**src/rtl/noc_local_flit_buffer.sv**
```systemverilog
// Packet-aware flit FIFO from a local source into a router local input port.
// Optional store-and-forward release is enabled by defining NOC_BUF_STORE_FWD_EN.
`ifndef Noc_Data_Width
`define Noc_Data_Width 32
`endif

module noc_local_flit_buffer #(
  parameter int DEPTH  = 8,
  parameter int ADDR_W = 3,
  parameter int CNT_W  = 16
) (
  input  logic                       noc_clk,
  input  logic                       noc_rst_n,
  input  logic                       in_valid,
  output logic                       in_ready,
  input  logic [`Noc_Data_Width-1:0] in_flit,
  input  logic                       in_is_header,
  input  logic                       in_is_tail,
  output logic                       out_valid,
  input  logic                       out_ready,
  output logic [`Noc_Data_Width-1:0] out_flit,
  output logic                       out_is_header,
  output logic                       out_is_tail,
  output logic [ADDR_W:0]            fill_level,
  output logic [CNT_W-1:0]           pkt_in_count,
  output logic [CNT_W-1:0]           pkt_out_count,
  output logic                       framing_error
);

  localparam int DW = `Noc_Data_Width;
  localparam logic [ADDR_W:0] FULL_LVL = (ADDR_W+1)'(DEPTH);

  typedef enum logic {ST_IDLE = 1'b0, ST_IN_PKT = 1'b1} state_t;

  state_t r_state;
  state_t w_state_next;

  // Entry layout: {flit, is_header, is_tail}
  logic [DW+1:0]     r_mem [DEPTH];
  logic [ADDR_W-1:0] r_wr_ptr;
  logic [ADDR_W-1:0] r_rd_ptr;
  logic [ADDR_W:0]   r_fill;
  logic [CNT_W-1:0]  r_pkt_in;
  logic [CNT_W-1:0]  r_pkt_out;
  logic              r_framing_error;

  logic          w_empty;
  logic          w_full;
  logic          w_accept;
  logic          w_pop;
  logic          w_wr_en;
  logic          w_tail_wr;
  logic          w_err_set;
  logic          w_tail_pop;
  logic [DW+1:0] w_head;

  assign w_empty  = (r_fill == '0);
  assign w_full   = (r_fill == FULL_LVL);
  assign in_ready = !w_full;
  assign w_accept = in_valid && in_ready;
  assign w_pop    = out_valid && out_ready;
  assign w_head   = r_mem[r_rd_ptr];
  assign w_tail_pop = w_pop && w_head[0];

  assign out_flit      = w_empty ? '0   : w_head[DW+1:2];
  assign out_is_header = w_empty ? 1'b0 : w_head[1];
  assign out_is_tail   = w_empty ? 1'b0 : w_head[0];

  assign fill_level    = r_fill;
  assign pkt_in_count  = r_pkt_in;
  assign pkt_out_count = r_pkt_out;
  assign framing_error = r_framing_error;

  always_ff @(posedge noc_clk or negedge noc_rst_n) begin
    if (!noc_rst_n) r_state <= ST_IDLE;
    else            r_state <= w_state_next;
  end

  always_comb begin
    w_state_next = r_state;
    if (w_accept) begin
      case (r_state)
        ST_IDLE:   if (in_is_header && !in_is_tail) w_state_next = ST_IN_PKT;
        ST_IN_PKT: if (in_is_tail)                  w_state_next = ST_IDLE;
        default:   w_state_next = ST_IDLE;
      endcase
    end
  end

  // A non-header flit outside a packet is consumed but never stored.
  always_comb begin
    w_wr_en   = 1'b0;
    w_tail_wr = 1'b0;
    w_err_set = 1'b0;
    if (w_accept) begin
      case (r_state)
        ST_IDLE: begin
          if (in_is_header) begin
            w_wr_en   = 1'b1;
            w_tail_wr = in_is_tail;
          end else begin
            w_err_set = 1'b1;
          end
        end
        ST_IN_PKT: begin
          w_wr_en   = 1'b1;
          w_tail_wr = in_is_tail;
          w_err_set = in_is_header;
        end
        default: ;
      endcase
    end
  end

  always_ff @(posedge noc_clk) begin
    if (w_wr_en) r_mem[r_wr_ptr] <= {in_flit, in_is_header, in_is_tail};
  end

  always_ff @(posedge noc_clk or negedge noc_rst_n) begin
    if (!noc_rst_n) begin
      r_wr_ptr        <= '0;
      r_rd_ptr        <= '0;
      r_fill          <= '0;
      r_pkt_in        <= '0;
      r_pkt_out       <= '0;
      r_framing_error <= 1'b0;
    end else begin
      if (w_wr_en)    r_wr_ptr  <= r_wr_ptr + 1'b1;
      if (w_pop)      r_rd_ptr  <= r_rd_ptr + 1'b1;
      if (w_tail_wr)  r_pkt_in  <= r_pkt_in + 1'b1;
      if (w_tail_pop) r_pkt_out <= r_pkt_out + 1'b1;
      if (w_err_set)  r_framing_error <= 1'b1;
      case ({w_wr_en, w_pop})
        2'b10:   r_fill <= r_fill + 1'b1;
        2'b01:   r_fill <= r_fill - 1'b1;
        default: r_fill <= r_fill;
      endcase
    end
  end

`ifdef NOC_BUF_STORE_FWD_EN
  logic [ADDR_W:0] r_complete_cnt;
  logic            r_escape;

  // Escape latches when a flit leaves without a complete packet behind it,
  // so a packet longer than the buffer keeps draining until its tail goes.
  always_ff @(posedge noc_clk or negedge noc_rst_n) begin
    if (!noc_rst_n) begin
      r_complete_cnt <= '0;
      r_escape       <= 1'b0;
    end else begin
      case ({w_tail_wr, w_tail_pop})
        2'b10:   r_complete_cnt <= r_complete_cnt + 1'b1;
        2'b01:   r_complete_cnt <= r_complete_cnt - 1'b1;
        default: r_complete_cnt <= r_complete_cnt;
      endcase
      if (w_tail_pop)                          r_escape <= 1'b0;
      else if (w_pop && r_complete_cnt == '0)  r_escape <= 1'b1;
    end
  end

  assign out_valid = !w_empty && ((r_complete_cnt != '0) || w_full || r_escape);
`else
  assign out_valid = !w_empty;
`endif

endmodule

```
**config.mk**
```make
export PLATFORM = sky130hd
export DESIGN_NAME = noc_local_flit_buffer
export DESIGN_NICKNAME = d
export VERILOG_FILES = /design/src/rtl/noc_local_flit_buffer.sv
export SDC_FILE = /design/constraint.sdc
export NUM_CORES = 1
export LEC_CHECK = 0
export ABC_CLOCK_PERIOD_IN_PS = 12100
export CORE_ASPECT_RATIO = 1.25
export CORE_MARGIN = 5
export CORE_UTILIZATION = 51
export DETAILED_ROUTE_END_ITERATION = 6
export HOLD_SLACK_MARGIN = 0.06
export PLACE_DENSITY = 0.72
export SYNTH_ARGS = -nofsm -noshare
export SYNTH_HDL_FRONTEND = slang
export SYNTH_SLANG_ARGS = --single-unit
```
**constraint.sdc**
```tcl
create_clock -name noc_clk -period 12.1 [get_ports noc_clk]
set_input_delay 2.42 -clock noc_clk [delete_from_list [all_inputs] [get_ports noc_clk]]
set_output_delay 2.42 -clock noc_clk [all_outputs]
set_load 0.1 [all_outputs]
```
==> out/results.txt <==
Chip Height = 185 um
max frequency = 0.154 GHz
crit path launch type = flip-flop
hold-fix buffer count after cts = 0
Initial Utilization = 0.513
reg2reg setup slack = 8.83 ns
Port Buffers = 110
Std-Cell Rows = 64
1st-iter DRT viols = 460
vias per cell = 5.62
GPL Wtd Cong = 0.786
part of the cycle the worst path needs = 0.538
largest net degree at the start of global routing = 73
Worst R2R Path Depth = 5
Final min period = 6.51 ns
ys flop type = edfxtp_1
CTS Root Cell = clkbuf_16
maxcap violations = 0
Fin Clk Skew = 0.00849 ns
Vias = 6245
Synth Register Bits = 316
CTS tree = built
DPL Wire Length = 14500 um
Yosys warnings = 0
CP Data Required Time = 9.68 ns
WP depth = 5
cell breakdown of the critical path = buf_4, mux4_2, mux2i_1, nor2_1, clkdlybuf4s50_1
Unique masters post-synth = 44
core area = 0.0243 mm2
post-cts resize count = 0
share of cells above drive strength 1 = 0.187
Die ar. = 0.0277 mm2
post-synth top area share = 0.654
critical path type = flip-flop to output port
P&R area growth vs syn = 20.4%
Max clock buf depth = 3
first-pass GRT wire length = 38300 um
# Post-CTS Setup Buffers = 0
CP Launch Point = r_rd_ptr[0]$_DFFE_PN0P_
Post-synth ARST share = 0.139
number of enable flip-flop cells after synthesis = 272
# diodes = 0
worst-margin pin slew = 1.08 ns
vias in the first global route = 6724
delay-heaviest family, CP = buffers and inverters
final net count = 805
grt total ovfl = 0
Crit. End Element = output port
post-synthesis sequential area ratio = 0.742
final wirelength = 24400 um
Clock transition at path regs = 0.07 ns
Initial DRT Pass Iterations = 4
Avg WL per Cell = 21.9 um
Post-Syn Instances = 634
Filler cells = 1741
crit-path max FO = 55
CP max-delay cell = clkdlybuf4s50_1
Reg2Reg Capture Point = r_mem[1][27]$_DFFE_PP_
Clk Latency, worst-skew pair = 0.55 ns
post-route ant nets = 0
H-Tree Depth = 1
Syn Nets = 680
WP buf/inv = 2
crit path DAT = 4.09 ns
count leader, synth = edfxtp_1
initial antenna violation count = 1
Sink Count = 316
Synth Cell Area = 0.0125 mm2
GRT Total Usage = 0.180
Hold Fails Final Rpt = 0
synthesized area per cell = 19.7 um2
CTS Buf Count = 29
status = finished, final reports clean
Setup Viol. Count Final = 0
Die W = 150 um
commonest cells in the netlist = edfxtp_1 (272), mux4_2 (66), nor2_1 (45)
DR DRC count = 0
crit path to = out_flit[1]
top cells by area, synth = edfxtp_1 (65%), mux4_2 (12%), dfrtp_1 (8.8%), mux2i_1 (3.0%), xor2_1 (1.4%)
I/O pin cnt = 111
RR Startpoint = fill_level[1]$_DFFE_PN0P_
leading area contributor after synthesis = edfxtp_1
Max stage delay on crit path = 1.01 ns
RSZ-0062 raised after global routing = false
max_slew headroom = 0.280
Hold WC Path Type = flip-flop to flip-flop
Total Neg Setup Slack = 0 ns
Final Slew Violations = 0
metal layers:
layer	part of all wire	global-route usage
met2	0.53	0.324
met5	0.00045	0
met4	0.019	0.0454
met3	0.057	0.0306
met1	0.39	0.228
kinds of logic (layout without fill, tap and decap cells):
logic type | count (synthesis) | after routing | share of synthesized area
multiplexers | 107 | 107 | 0.153
AO/OA/AOI/OAI | 7 | 7 | 0.00371
adder cells (fa/ha/maj) | 8 | 8 | 0.00801
flip-flops | 316 | 316 | 0.742
AND/OR/NAND/NOR | 125 | 125 | 0.0541
buffers and inverters | 32 | 180 | 0.0124
XOR/XNOR | 39 | 39 | 0.0273
registers in the layout, indices dropped and copies added, names as in the netlist:
| register | count |
|---|---|
| pkt_out_count | 16 |
| r_rd_ptr | 3 |
| framing_error | 1 |
| fill_level | 4 |
| pkt_in_count | 16 |
| r_wr_ptr | 3 |
| r_state | 1 |
| r_mem | 272 |
cells in the final DEF (no fill, tap or decap), drive strengths merged, types with 3 or more instances in the layout:
| cell | Yosys | layout |
|---|---|---|
| nand4 | 6 | 6 |
| or3 | 3 | 3 |
| xnor2 | 19 | 19 |
| a31oi | 3 | 3 |
| and3 | 7 | 7 |
| buf | 17 | 12 |
| mux2 | 4 | 4 |
| mux4 | 66 | 66 |
| clkinv | 1 | 14 |
| nor4 | 10 | 10 |
| clkinvlp | 0 | 3 |
| inv | 4 | 5 |
| mux2i | 37 | 37 |
| clkdlybuf4s50 | 0 | 109 |
| dfrtp | 44 | 44 |
| bufinv | 0 | 7 |
| nor2 | 45 | 45 |
| xor2 | 20 | 20 |
| ha | 8 | 8 |
| clkbuf | 10 | 30 |
| nand2b | 4 | 4 |
| nand3 | 12 | 12 |
| edfxtp | 272 | 272 |
| nand2 | 22 | 22 |
area by class of cell:
type | instances | area, um2 | area share
Clock inverter | 24 | 295 | 0.0196
Multi-Input combinational cell | 286 | 3120 | 0.208
Sequential cell | 316 | 9280 | 0.617
Timing Repair Buffer | 121 | 1180 | 0.0783
Clock buffer | 30 | 729 | 0.0485
Inverter | 5 | 25.0 | 0.00166
Tap cell | 330 | 413 | 0.0274
how the worst min path moves through the flow:
stage                                                to  depth (start not counted)                           from  slack, ns
after floorplan                 r_wr_ptr[0]$_DFFE_PN0P_                          1        r_wr_ptr[0]$_DFFE_PN0P_       0.48
after global placement    pkt_out_count[15]$_DFFE_PN0P_                          1  pkt_out_count[15]$_DFFE_PN0P_       0.46
after detailed placement   pkt_in_count[15]$_DFFE_PN0P_                          1   pkt_in_count[15]$_DFFE_PN0P_       0.47
after CTS                  pkt_in_count[15]$_DFFE_PN0P_                          1   pkt_in_count[15]$_DFFE_PN0P_       0.48
after global routing       pkt_in_count[15]$_DFFE_PN0P_                          1   pkt_in_count[15]$_DFFE_PN0P_       0.49
final                      pkt_in_count[15]$_DFFE_PN0P_                          1   pkt_in_count[15]$_DFFE_PN0P_       0.48
through the flow:
stage	cells	util	hold WS, ns	cell area, um2	setup WS (ns)
after floorplan	634	-	0.480	12500	6.22
after global placement	1058	0.576	0.456	14000	6.11
after detailed placement	1058	0.576	0.470	14000	6.08
after CTS	1112	0.618	0.479	15000	5.47
after global routing	1112	0.618	0.490	15000	5.33
final	1112	0.618	0.477	15000	5.59
Power is left out: the tool's default activity adds up to more than one toggle a clock period on the data nets, which glitch-free logic cannot reach.
==> edit 1: new RTL, same flow settings <==
Set the parameter `ADDR_W` to 5 (it was 3).
--- a/src/rtl/noc_local_flit_buffer.sv
+++ b/src/rtl/noc_local_flit_buffer.sv
@@ -8,3 +8,3 @@
   parameter int DEPTH  = 8,
-  parameter int ADDR_W = 3,
+  parameter int ADDR_W = 5,
   parameter int CNT_W  = 16
Ports: changed (resized fill_level); port bits go from 111 to 113. No check against the original RTL was run, so the function may have changed too.
==> edit 1 against the unedited design <==
- largest cell class unchanged
- non-clock buffer count grew 6
- critical path type unchanged
- worst setup slack better by 95 ps
- synthesized area up 1.9%
- routed wire length grew 2.8%
- sequential cell count rose by 2
- cell area increased by 1.2%
- synthesized cell count is 3.8% higher
Power is left out: the tool's default activity adds up to more than one toggle a clock period on the data nets, which glitch-free logic cannot reach.
==> edit 1: results (changes against the unedited design) <==
[metrics] outcome: complete, no violations
[metrics] routed via count: 6495 (+4.0%)
[metrics] number of library cell types mapped by synthesis: 41 (-6.8%)
[metrics] wire per inst: 22.1 um (+0.69%)
[metrics] wire length of the first global-routing pass: 40100 um (+4.8%)
[metrics] share of the synthesized area in compound gates (AO/OA/AOI/OAI): 1.32% (+0.95 points)
[metrics] net count reported at finish: 829 (+3.0%)
[metrics] total nets after synthesis: 704 (+3.5%)
[metrics] worst slack at placement: 6090 ps (+12.3 ps)
[metrics] worst setup skew after layout: 18.9 ps (+10.4 ps)
[metrics] Detail Placement HPWL: 14900 um (+3.0%)
[metrics] maximum fanout along the worst path: 43 (-22%)
[metrics] largest stage delay on the critical path: 1150 ps (+140 ps)
[metrics] multiplexer share of the synthesized area: 15.2% (-0.041 points)
[metrics] number of cells traversed by the worst register-to-register path: 10 (+5)
[metrics] number of DRC violations after detailed-routing iteration 0: 387 (-16%)
[metrics] worst endpoint data arrival time: 3990 ps (-100 ps)
[metrics] vias in the first global route: 6885 (+2.4%)
[metrics] async set or reset register ratio after synthesis: 14.5% (+0.54 points)
[metrics] final RePlAce weighted congestion: 0.782 (-0.43%)
[metrics] Seq/Total Area, Yosys: 73.2% (-0.96 points)
[metrics] area share of xor/xnor cells in the synthesized design: 2.89% (+0.16 points)
[metrics] Initial DRT Pass Iterations: 5 (+1)
[metrics] clock transition time at the flip-flop clock pins of the worst setup and hold paths: ~60 ps
[metrics] clock latency on the worst-skew pair: 530 ps (-20 ps)
[metrics] maximum number of pins on one net before global-route repair: 73 (unchanged)
[metrics] leading cell types by total area after synthesis: sky130_fd_sc_hd__edfxtp_1, sky130_fd_sc_hd__mux4_2, sky130_fd_sc_hd__dfrtp_1, sky130_fd_sc_hd__mux2i_1, sky130_fd_sc_hd__xnor2_1
[metrics] share of final-layout standard cells stronger than drive strength 1: 18.6% (-0.037 points)
[metrics] Most flops, register: r_mem
[metrics] flip-flop count of the largest register, all copies and words added: 272 (unchanged)
[metrics] total routing resource utilization after global routing: 18.2% (+0.28 points)
[metrics] adder and majority cell fraction of the synthesized area: 0.787% (-0.015 points)
[metrics] Port-buffer cells: 112 (+1.8%)
[metrics] worst-margin pin slew: 1080 ps (+5.05 ps)
[metrics] number of instances on the worst hold path: 1 (unchanged)
[metrics] ranking of synthesized cells by instance count: sky130_fd_sc_hd__edfxtp_1, sky130_fd_sc_hd__mux4_2, sky130_fd_sc_hd__dfrtp_1, sky130_fd_sc_hd__nor2_1, sky130_fd_sc_hd__mux2i_1
-- edit 1: cell types whose count changed in the layout (fill, tap and decap cells not counted), sizes merged, moves of 7 or more --
cell,delta
clkbuf,+11
nand2,-10
inv,+7
nor3,+7
clkinv,-8
nor2,-7
-- edit 1: cell type report --
| class | instances | area (um^2) |
|---|---|---|
| tap | 330 | 413 |
| fill | 1761 | 9360 |
| multi-input combinational | 296 | 3260 |
| inverter | 11 | 41.3 |
| sequential | 318 | 9330 |
| clock inverter | 12 | 144 |
| timing repair buffer | 127 | 1230 |
| clock buffer | 41 | 801 |
-- edit 1: per-layer routing --
layer / share of wire, % / global-route usage (%)
met1: 41 / 25.0
met2: 53 / 31.4
met3: 5.2 / 2.81
met4: 1.3 / 3.45
met5: 0.052 / 0
-- edit 1: kinds of logic after synthesis --
group                    after synthesis
multiplexers                         109
AND/OR/NAND/NOR                      118
AO/OA/AOI/OAI                         19
adder cells (fa/ha/maj)                8
flip-flops                           318
buffers and inverters                 44
XOR/XNOR                              42
-- edit 1: through the flow --
step / instances / cell area, um^2
2_1_floorplan: 658 / 12700
3_3_place_gp: 1082 / 14300
3_5_place_dp: 1082 / 14300
4_1_cts: 1135 / 15200
5_1_grt: 1135 / 15200
6_report: 1135 / 15200
-- edit 1: path summary, 6_finish.rpt --
| check | start | to | slack [ps] |
|---|---|---|---|
| worst max-delay path | r_rd_ptr[0]$_DFFE_PN0P_ | out_is_tail | 5690 |
| worst min-delay path | pkt_out_count[15]$_DFFE_PN0P_ | pkt_out_count[15]$_DFFE_PN0P_ | 460 |
| worst max register to register | fill_level[1]$_DFFE_PN0P_ | fill_level[4]$_DFFE_PN0P_ | 8580 |
| worst min register to register | pkt_out_count[15]$_DFFE_PN0P_ | pkt_out_count[15]$_DFFE_PN0P_ | 460 |
| max in group asynchronous | noc_rst_n | r_rd_ptr[1]$_DFFE_PN0P_ | 9250 |
| min in group asynchronous | noc_rst_n | pkt_out_count[11]$_DFFE_PN0P_ | 2080 |
==> edit 2: new RTL, same flow settings <==
Made on the original files. Register the output `pkt_in_count` once more, cleared by the reset; this adds one clock of latency there. The other outputs are not delayed to match.
--- a/src/rtl/noc_local_flit_buffer.sv
+++ b/src/rtl/noc_local_flit_buffer.sv
@@ -69,3 +69,9 @@
   assign fill_level    = r_fill;
-  assign pkt_in_count  = r_pkt_in;
+  always_ff @(posedge noc_clk or negedge noc_rst_n) begin
+    if (!noc_rst_n) begin
+      pkt_in_count <= '0;
+    end else begin
+      pkt_in_count <= r_pkt_in;
+    end
+  end
   assign pkt_out_count = r_pkt_out;
Behaviour: not the same (a bounded check fails within 4 cycles, from zero or initial values and one cycle with noc_rst_n low).
==> edit 2 against the unedited design <==
- cell area is 1.9% higher
- maximum frequency is 1.4% higher
- routed wire length rose by 1.6%
- synthesized area rose by 3.3%
- worst setup slack better by 87 ps
- sequential cell count rose by 16
- largest cell class unchanged
Power is left out: the tool's default activity adds up to more than one toggle a clock period on the data nets, which glitch-free logic cannot reach.
==> edit 2: results (changes against the unedited design) <==
[metrics] outcome: complete, no violations
[metrics] number of library cell types mapped by synthesis: 39 (-11%)
[metrics] cell with the biggest individual delay on the critical path: sky130_fd_sc_hd__clkdlybuf4s50_1
[metrics] cell count after synthesis: 652 (+2.8%)
[metrics] maximum number of pins on one net before global-route repair: 61 (-16%)
[metrics] initial cell density of the core: 51.4% (about the same)
[metrics] Port-buffer cells: 110 (unchanged)
[metrics] initial antenna violation count: 1 (unchanged)
[metrics] wire per inst: 21.8 um (-0.62%)
[metrics] final RePlAce weighted congestion: 0.749 (-4.7%)
[metrics] clock latency on the worst-skew pair: 530 ps (-20 ps)
[metrics] final wirelength: 24800 um (+1.6%)
[metrics] number of DRC violations after detailed-routing iteration 0: 334 (-27%)
[metrics] Most flops, register: r_mem
[metrics] net count reported at finish: 826 (+2.6%)
[metrics] normalized max-slew margin: 27.6% (-0.42 points)
[metrics] leading cell types by total area after synthesis: sky130_fd_sc_hd__edfxtp_1, sky130_fd_sc_hd__dfrtp_1, sky130_fd_sc_hd__mux4_2, sky130_fd_sc_hd__mux2i_1, sky130_fd_sc_hd__xnor2_1
[metrics] async set or reset register ratio after synthesis: 18.1% (+4.1 points)
[metrics] vias in the first global route: 6793 (+1.0%)
[metrics] Seq/Total Area, Yosys: 74.9% (+0.74 points)
[metrics] total nets after synthesis: 698 (+2.6%)
[metrics] largest stage delay on the critical path: 990 ps (-20 ps)
[metrics] hold crit path type: flop to flop
[metrics] Detail Placement HPWL: 14600 um (+0.82%)
[metrics] wire length of the first global-routing pass: 39400 um (+3.0%)
[metrics] worst endpoint data arrival time: 4000 ps (-90 ps)
[metrics] maximum fanout along the worst path: 48 (-13%)
[metrics] number of cells in the design after placement: 1082 (+2.3%)
[metrics] number of vias per cell after detailed routing: 5.51 (-1.8%)
[metrics] Max H-tree Level: 1 (unchanged)
[metrics] ranking of synthesized cells by instance count: sky130_fd_sc_hd__edfxtp_1, sky130_fd_sc_hd__mux4_2, sky130_fd_sc_hd__dfrtp_1, sky130_fd_sc_hd__nor2_1, sky130_fd_sc_hd__mux2i_1
[metrics] worst setup skew after layout: 9.00 ps (+0.513 ps)
[metrics] total routing resource utilization after global routing: 17.5% (-0.44 points)
[metrics] cell family with the largest share of critical-path delay: buffers and inverters
[metrics] share of final-layout standard cells stronger than drive strength 1: 17.5% (-1.2 points)
[metrics] CTS buffer count: 31 (+6.9%)
## edit 2: cell count changes after synthesis, sizes merged, moves of 3 or more
cell / before / now
xnor2: 19 / 31
buf: 17 / 20
nor3: 2 / 5
nand4: 6 / 9
nor4: 10 / 3
dfrtp: 44 / 60
mux2i: 37 / 34
xor2: 20 / 8
nand3: 12 / 15
or3: 3 / 0
## edit 2: cell type report
type / instances / area [um^2]
inverters: 5 / 18.8
clock inverters: 6 / 23.8
multi-input cells: 287 / 3130
clock buffers: 49 / 873
fillers: 1760 / 9800
flip-flops and latches: 332 / 9680
repair buffers: 123 / 1190
well taps: 335 / 419
## edit 2: through the flow
stage          hold WS (ps)  setup WS (ps)  area, um^2  utilization (%)
6_report                404           5680       15300             61.0
5_1_grt                 417           5350       15300             61.0
4_1_cts                 408           5520       15300             61.0
3_5_place_dp            397           6080       14400             57.4
3_3_place_gp            386           6150       14400             57.4
2_1_floorplan           373           6080       12900                -
## edit 2: cells by family (layout without fill, tap and decap cells)
group                    after synthesis  in the layout  synth area share, %
flip-flops                           332            332                 74.9
AND/OR/NAND/NOR                      124            124                 5.02
multiplexers                         105            105                 14.6
XOR/XNOR                              39             39                 2.65
buffers and inverters                 33            183                 1.27
AO/OA/AOI/OAI                         11             11                0.737
adder cells (fa/ha/maj)                8              8                0.776
## edit 2: final timing paths
path | from | endpoint | slack (ps) | cells after the start
max | r_rd_ptr[0]$_DFFE_PN0P_ | out_flit[31] | 5680 | 5
min in group asynchronous | noc_rst_n | pkt_out_count[13]$_DFFE_PN0P_ | 2030 | 2
min | r_pkt_in[15]$_DFFE_PN0P_ | pkt_in_count[15]$_DFF_PN0_ | 400 | 0
min reg2reg | r_pkt_in[15]$_DFFE_PN0P_ | pkt_in_count[15]$_DFF_PN0_ | 400 | 0
max reg2reg | fill_level[2]$_DFFE_PN0P_ | fill_level[2]$_DFFE_PN0P_ | 8880 | 12
max in group asynchronous | noc_rst_n | r_rd_ptr[0]$_DFFE_PN0P_ | 9510 | 2
## edit 2: per-layer routing
metal  up-vias  routed length [um]  global-route usage, %
li1       2824                   -                      -
met1      3250                9920                   23.0
met2       156               13200                   31.0
met3        37                1220                   3.25
met4         2                 424                   3.67
met5         -                  13                      0
